**config.mk**
```make
export PLATFORM = sky130hd
export DESIGN_NAME = rd_pipe_tracker
export DESIGN_NICKNAME = d
export VERILOG_FILES = /design/src/rtl/rd_pipe_tracker.sv
export SDC_FILE = /design/constraint.sdc
export NUM_CORES = 1
export LEC_CHECK = 0
export ABC_CLOCK_PERIOD_IN_PS = 3300
export BUFFER_PORTS_ARGS = -buffer_cell sky130_fd_sc_hd__buf_4
export CORE_ASPECT_RATIO = 0.8
export CORE_UTILIZATION = 45
export CTS_BUF_LIST = sky130_fd_sc_hd__clkbuf_16
export DETAILED_ROUTE_END_ITERATION = 8
export HOLD_SLACK_MARGIN = 0.02
export PLACE_DENSITY = 0.75
export SYNTH_ARGS = -nofsm -noshare
export SYNTH_HDL_FRONTEND = slang
export SYNTH_SLANG_ARGS = --single-unit
```
**constraint.sdc**
```tcl
create_clock -name clk -period 3.3 [get_ports clk]
set_input_delay 0.66 -clock clk [delete_from_list [all_inputs] [get_ports clk]]
set_output_delay 0.66 -clock clk [all_outputs]
set_load 0.1 [all_outputs]
```
**src/rtl/rd_pipe_tracker.sv**
```systemverilog
// Destination-register tracker for the EX/MEM/WB stages with load-use hazard detection.
// Optional saturating load-use stall counter enabled by defining HAZARD_CNT_EN.
module rd_pipe_tracker #(
  parameter int REG_W    = 7,
  parameter int LOAD_LAT = 1
) (
  input  logic             clk,
  input  logic             rst_n,
  input  logic             id_valid,
  input  logic [REG_W-1:0] id_rd,
  input  logic             id_wr_en,
  input  logic             id_is_load,
  input  logic [REG_W-1:0] rs1_d,
  input  logic [REG_W-1:0] rs2_d,
  input  logic             flush,
  input  logic             hold,
  output logic [REG_W-1:0] rd_EX,
  output logic [REG_W-1:0] rd_MEM,
  output logic [REG_W-1:0] rd_WB,
  output logic             stall_id,
  output logic [15:0]      stall_cnt
);

  logic             r_exValid, r_exWr, r_exLoad;
  logic [REG_W-1:0] r_exRd;
  logic             r_memValid, r_memWr, r_memLoad;
  logic [REG_W-1:0] r_memRd;
  // The load flag is never consulted once an instruction reaches WB, so it is not kept there.
  logic             r_wbValid, r_wbWr;
  logic [REG_W-1:0] r_wbRd;

  logic [REG_W-1:0] w_exLoadRd;
  logic [REG_W-1:0] w_memLoadRd;
  logic             w_hit1, w_hit2, w_hazard, w_accept;

  assign rd_EX  = (r_exValid  && r_exWr)  ? r_exRd  : '0;
  assign rd_MEM = (r_memValid && r_memWr) ? r_memRd : '0;
  assign rd_WB  = (r_wbValid  && r_wbWr)  ? r_wbRd  : '0;

  // A non-zero source can never match the zero produced by a non-load or non-writing entry.
  assign w_exLoadRd  = (r_exValid && r_exLoad) ? rd_EX : '0;
  assign w_memLoadRd = (LOAD_LAT == 2 && r_memValid && r_memLoad) ? rd_MEM : '0;

  assign w_hit1   = (rs1_d != '0) && ((rs1_d == w_exLoadRd) || (rs1_d == w_memLoadRd));
  assign w_hit2   = (rs2_d != '0) && ((rs2_d == w_exLoadRd) || (rs2_d == w_memLoadRd));
  assign w_hazard = id_valid && (w_hit1 || w_hit2);

  // Flush only takes effect on advancing edges, so it cannot mask a hazard during hold.
  assign stall_id = w_hazard && (hold || !flush);
  assign w_accept = !stall_id && !flush;

  always_ff @(posedge clk or negedge rst_n) begin
    if (!rst_n) begin
      r_exValid  <= 1'b0;
      r_exWr     <= 1'b0;
      r_exLoad   <= 1'b0;
      r_exRd     <= '0;
      r_memValid <= 1'b0;
      r_memWr    <= 1'b0;
      r_memLoad  <= 1'b0;
      r_memRd    <= '0;
      r_wbValid  <= 1'b0;
      r_wbWr     <= 1'b0;
      r_wbRd     <= '0;
    end else if (!hold) begin
      r_wbValid  <= r_memValid;
      r_wbWr     <= r_memWr;
      r_wbRd     <= r_memRd;
      r_memValid <= r_exValid;
      r_memWr    <= r_exWr;
      r_memLoad  <= r_exLoad;
      r_memRd    <= r_exRd;
      r_exValid  <= w_accept && id_valid;
      r_exWr     <= w_accept && id_wr_en;
      r_exLoad   <= w_accept && id_is_load;
      r_exRd     <= w_accept ? id_rd : '0;
    end
  end

`ifdef HAZARD_CNT_EN
  logic [15:0] r_stallCnt;

  always_ff @(posedge clk or negedge rst_n) begin
    if (!rst_n) begin
      r_stallCnt <= 16'h0000;
    end else if (stall_id && !hold && (r_stallCnt != 16'hFFFF)) begin
      r_stallCnt <= r_stallCnt + 16'd1;
    end
  end

  assign stall_cnt = r_stallCnt;
`else
  assign stall_cnt = 16'h0000;
`endif

endmodule

```
==> impl_metrics.csv, run 1 <==
group,metric,value,unit
outcome,status,"completed",
clocking,ctsHtreeMaxLevel,1,
grt,grt_usage,0.198,
detailed_routing,drt_first_iter_violations,111,
grt,grt_pass1_wl,6020,um
detailed_routing,drc,0,
place,dp_hpwl,2740,um
worst_hold_path,hold_path_class,"in -> async",
logic_synthesis,syn_area,1650,um2
logic_synthesis,yosys.area.top_type,"dfrtp_1",
clocking,cts_resized,0,
finish,nFillCells,304,
pwr,power.share.sequential,0.468,
die,die_h,56.1,um
place,io_buffers,49,
finish,final-seq-area,701,um2
timing,finalClockSkew,6.38,ps
setup_path,rr_startpoint,"r_exValid",
detailed_routing,antenna_left,0,
timing,fin_ws,284,ps
timing,slew_viol_final,0,
detailed_routing,via_per_inst,5.63,
grt,antenna_found_initial,0,
detailed_routing,wirelength,3730,um
clocking,clock_latency,260,ps
setup_path,crit_top_cell,"nand4_1",
logic_synthesis,synth_seq_cells,28,
clocking,clk_pin_slew_worst_paths,60,ps
die,start_util,0.474,
detailed_routing,vias,1312,
finish,fin_area,2060,um2
die,dieArea,3900,um2
place,gp_congestion,0.805,
timing,tightest_slew,694,ps
pwr,swShare,0.333,
setup_path,startpoint_type,"register",
pwr,switchingPower,0.304,mW
clocking,cts_buffer_depth,2,
finish,area_growth,25.0,%
pwr,p_int,0.611,mW
finish,drive_gt1_frac,0.408,
die,num_rows,19,
clocking,cts-root-buf,"clkbuf_16",
logic_synthesis,syn_inst,146,
setup_path,cp.depth,7,
timing,rsz0062_at_grt,"false",
logic_synthesis,postSynthAreaPerCell,11.3,um2
timing,finalSetupTns,0,ps
setup_path,r2r_end,"r_exRd[6]",
job,maxCapViolations,0,
clocking,numCtsBuffers,3,
logic_synthesis,synth.distinct_cells,30,
place,pre_cts_slack,493,ps
pwr,p_comb_frac,0.246,
die,dieWidth,69.6,um
finish,diodes,0,
finish,fin_nets,221,
logic_synthesis,yosys-top-cells-area,"dfrtp_1 43%, mux2_2 12%, and3_1 8.0%, buf_4 7.3%, a32o_1 5.5%",
grt,grt_pass1_vias,1304,
setup_path,critPathSlowestCell,"dfrtp_1",
pwr,p_leak,1.03,nW
pwr,peakVddDrop,0.000248,V
logic_synthesis,ys.warnings.count,0,
timing,max_slew_margin,0.535,
clocking,cts.sinks,28,
logic_synthesis,synthDominantCellAreaShare,0.426,
pwr,clockPowerShare,0.286,
setup_path,cp-startpoint,"r_exValid",
grt,global_route.overflow_total,0,
clocking,ctsHoldBuffers,0,
finish,multi_input_area,850,um2
detailed_routing,post_drt_wl_per_cell,16.0,um
setup_path,crit_chain,"nand4_1 -> xor2_1 -> nand4_1 -> a2111oi_4 -> o21ai_4 -> a21oi_2 -> buf_4",
clocking,tritoncts,"yes",
die,io_pins,66,
setup_path,worst-path-buf-inv,1,
setup_path,crit_required,2640,ps
detailed_routing,drtPass1Iterations,4,
clocking,cts_setup_buffers,0,
setup_path,endpoint_kind,"primary output",
timing,timing.fmax,332,MHz
die,core,3470,um2
setup_path,critPathMaxFanout,17,
setup_path,cp.arrival,2360,ps
finish,fin_cells,233,
setup_path,reg2reg_depth,7,
pwr,p_total,0.915,mW
setup_path,critPathMaxStageDelay,630,ps
timing,fin_crit,3020,ps
logic_synthesis,synth_seq_area_share,0.426,
timing,setup_violations,0,
setup_path,crit_type,"reg -> out",
pwr,p_per_area,445,nW/um2
setup_path,cp-endpoint,"stall_id",
grt,grt_max_degree,32,
place,placed_area,1980,um2
setup_path,critPathTopFamily,"flip-flops",
timing,period_share,0.914,
setup_path,regToRegSetupSlack,1080,ps
timing,hold_violations,0,
place,dpl.cell_count,230,
==> routing by layer <==
metal  vias up  wire length [um]  global-route usage
met5         -                 0                   0
met1       647              1490               0.240
li1        607                 -                   -
met4         0                35              0.0554
met2        51              1950               0.343
met3         7               256              0.0580
==> placed cells by master, fill, tap and decap left out <==
| cell | netlist | final |
|---|---|---|
| o21ai_4 | 1 | 1 |
| nor3_4 | 1 | 1 |
| or4_4 | 1 | 1 |
| xor2_1 | 7 | 7 |
| a21oi_2 | 0 | 1 |
| xnor2_1 | 4 | 4 |
| nand2b_1 | 1 | 1 |
| nand4_1 | 8 | 8 |
| a2bb2oi_1 | 2 | 2 |
| o41ai_1 | 1 | 1 |
| o31ai_2 | 1 | 1 |
| a2111oi_4 | 1 | 1 |
| a21oi_1 | 2 | 1 |
| nor2_1 | 3 | 3 |
| a32o_1 | 9 | 9 |
| and3_4 | 1 | 1 |
| a31oi_1 | 2 | 2 |
| o21ai_0 | 2 | 2 |
| dfrtp_1 | 28 | 28 |
| conb_1 | 1 | 16 |
| nand2_1 | 1 | 1 |
| inv_1 | 1 | 1 |
| mux2_2 | 18 | 18 |
| nand3_1 | 3 | 3 |
| nor3_1 | 1 | 1 |
| buf_4 | 16 | 50 |
| nor4bb_1 | 2 | 2 |
| and3_1 | 21 | 21 |
| clkbuf_16 | 0 | 3 |
==> Yosys cell counts <==
| master | number |
|---|---|
| and3_4 | 1 |
| clkbuf_1 | 1 |
| o21ai_0 | 2 |
| o31ai_2 | 1 |
| a2111oi_4 | 1 |
| nand4_1 | 8 |
| a32o_1 | 9 |
| xnor2_1 | 4 |
| nand3_1 | 3 |
| and3_1 | 21 |
| xor2_1 | 7 |
| a21oi_1 | 2 |
| nor4bb_1 | 2 |
| a31oi_1 | 2 |
| dfrtp_1 | 28 |
| nand2b_1 | 1 |
| buf_4 | 16 |
| nor2_1 | 3 |
| a2bb2oi_1 | 2 |
| nand2_1 | 1 |
| nor3_4 | 1 |
| nor3_1 | 1 |
| buf_2 | 4 |
| mux2_2 | 18 |
| o41ai_1 | 1 |
| conb_1 | 1 |
| or4_4 | 1 |
| buf_1 | 2 |
| inv_1 | 1 |
| o21ai_4 | 1 |
==> worst min-delay path by stage <==
stage	start	to	slack, ps
final	rst_n	r_exRd[6]	310
after global routing	rst_n	r_wbRd[5]	330
after CTS	rst_n	r_exValid	320
after detailed placement	r_wbRd[4]	r_wbRd[4]	490
after global placement	r_wbRd[4]	r_wbRd[4]	480
after floorplan	rst_n	r_exLoad	360
==> sequential cells by signal, indices dropped and copies added (netlist names) <==
register / flops
r_memValid: 1
r_exRd: 7
r_exLoad: 1
r_exWr: 1
r_memWr: 1
r_wbValid: 1
r_memRd: 7
r_wbWr: 1
r_exValid: 1
r_wbRd: 7
==> power by group through the flow <==
| stage | clock network [mW] | registers, mW | logic, mW |
|---|---|---|---|
| after floorplan | 0 | 0.410 | 0.197 |
| after global placement | 0 | 0.429 | 0.220 |
| after detailed placement | 0 | 0.433 | 0.225 |
| after CTS | 0.268 | 0.427 | 0.227 |
| after global routing | 0.285 | 0.435 | 0.237 |
| final | 0.262 | 0.428 | 0.226 |
==> area by class of cell <==
type                       count  share of cell area
tap                           42              0.0255
timing repair buffer          50               0.182
inverter                       1             0.00182
sequential                    28               0.341
multi-input combinational    109               0.413
clock buffer                   3              0.0365
==> logic make-up after synthesis <==
kind of cell	after synthesis	share of synthesized area
XOR/XNOR	11	0.0586
AO/OA/AOI/OAI	21	0.125
other	1	0.00228
AND/OR/NAND/NOR	43	0.171
multiplexers	18	0.123
buffers and inverters	24	0.0943
flip-flops	28	0.426
==> metrics by stage <==
stage | utilization | hold WS (ps)
after floorplan | - | 364
after CTS | 0.593 | 318
after global routing | 0.593 | 331
final | 0.593 | 307
after detailed placement | 0.571 | 492
after global placement | 0.571 | 483
(Power assumes the default switching activity.)
==> inputs of run 2 (changes only) <==
- ABC_CLOCK_PERIOD_IN_PS: 3300 -> 3100
- clock period: 3.3 -> 3.1 ns (I/O delays scaled with it)
==> impl_metrics.csv, run 2 (same netlist as run 1, synthesis figures left out) <==
group,metric,value,unit
outcome,status,"completed",
grt,grt_pass1_wl,5900,um
finish,reg_top3,"r_exRd: 7 flops, r_memRd: 7 flops, r_wbRd: 7 flops",
grt,global_route.overflow_total,0,
finish,layout_commonest_cell,"buf_4",
clocking,cts_buffer_depth,2,
setup_path,endpoint_kind,"primary output",
timing,slew_viol_final,0,
timing,finalClockSkew,3.58,ps
die,dieWidth,69.6,um
timing,period_share,0.954,
detailed_routing,vias,1304,
clocking,numCtsBuffers,3,
pwr,p_per_area,474,nW/um2
job,maxCapViolations,0,
clocking,cts.sinks,28,
timing,setup_violations,0,
setup_path,startpoint_type,"register",
die,core,3470,um2
clocking,clk_pin_slew_worst_paths,60,ps
timing,fin_crit,2960,ps
pwr,p_total,0.976,mW
finish,post-route-util,0.593,
detailed_routing,via_per_inst,5.60,
timing,tightest_slew,637,ps
setup_path,cp.arrival,2340,ps
detailed_routing,post_drt_wl_per_cell,15.5,um
clocking,tritoncts,"yes",
timing,max_slew_margin,0.574,
finish,area_growth,25.1,%
timing,fin_ws,141,ps
place,gp_congestion,0.807,
worst_hold_path,hold_path_class,"in -> async",
die,dieArea,3900,um2
die,num_rows,19,
place,io_buffers,49,
setup_path,reg2reg_depth,7,
grt,grt_max_degree,32,
detailed_routing,wirelength,3620,um
setup_path,rr_startpoint,"r_exWr",
finish,layout_common_cells,"50 x buf_4, 27 x dfrtp_1, 21 x and3_1",
setup_path,regToRegSetupSlack,890,ps
clocking,clock_latency,260,ps
setup_path,crit_required,2480,ps
detailed_routing,antenna_left,0,
finish,nFillCells,285,
detailed_routing,drt_first_iter_violations,72,
timing,finalSetupTns,0,ps
finish,drive_gt1_frac,0.414,
die,start_util,0.474,
timing,rsz0062_at_grt,"false",
detailed_routing,drtPass1Iterations,4,
timing,hold_violations,0,
finish,fin_nets,221,
clocking,ctsHoldBuffers,0,
clocking,cts-root-buf,"clkbuf_16",
grt,grt_pass1_vias,1209,
grt,grt_usage,0.192,
clocking,ctsHtreeMaxLevel,1,
place,pre_cts_slack,380,ps
die,io_pins,66,
setup_path,critPathMaxFanout,17,
finish,diodes,0,
pwr,p_leak,1.02,nW
detailed_routing,drc,0,
place,dp_hpwl,2660,um
setup_path,r2r_end,"r_exRd[4]",
pwr,peakVddDrop,0.000316,V
setup_path,crit_type,"reg -> out",
timing,timing.fmax,338,MHz
grt,antenna_found_initial,0,
die,die_h,56.1,um
[run 2: worst max-delay path: stages, from the launching register on]
cell and delay (ps):
dfrtp_1 620, nand4_1 260, xor2_1 210, nand4_1 160, a2111oi_4 320, o21ai_4 90
a21oi_2 120, buf_4 300
[run 2: repair_timing]
action                     in CTS  in global routing
setup endpoints to repair       0                  1
setup buffers                   0                  0
gates resized for setup         0                  1
[run 2: worst max-delay path by stage]
stage / from / endpoint / slack (ps) / cells after the start
final: r_exWr / stall_id / 140 / 7
after floorplan: rs2_d[4] / stall_id / 200 / 6
after CTS: r_exValid / stall_id / 150 / 7
after global placement: rs1_d[4] / stall_id / 380 / 7
after detailed placement: rs1_d[4] / stall_id / 380 / 7
after global routing: r_exWr / stall_id / 10 / 7
[run 2: cell type report]
cell class                 instances  area (um2)  share of cell area
inverter                           1        3.75             0.00182
timing repair buffer              50         375               0.182
tap                               42        52.6              0.0255
multi-input combinational        109         850               0.413
clock buffer                       3        75.1              0.0365
sequential                        28         702               0.341
[run 2: stage by stage]
| stage | area [um2] | cells | hold WS [ps] |
|---|---|---|---|
| detailed placement | 1980 | 230 | 494 |
| finish | 2060 | 233 | 273 |
| CTS | 2060 | 233 | 281 |
| global route | 2060 | 233 | 292 |
| global placement | 1980 | 230 | 483 |
| floorplan | 1710 | 161 | 324 |
[run 2: metal layers]
layer,up-vias,wire length (um),track usage
li1,609,-,-
met1,655,1640,0.254
met2,38,1830,0.330
met3,2,150,0.0507
met4,0,6,0.0175
met5,-,0,0
[run 2: report_power, final]
| group | internal (mW) | switching (mW) | leakage [nW] |
|---|---|---|---|
| clock | 0.171 | 0.110 | 0.0370 |
| sequential | 0.406 | 0.0500 | 0.364 |
| combinational | 0.0744 | 0.165 | 0.623 |
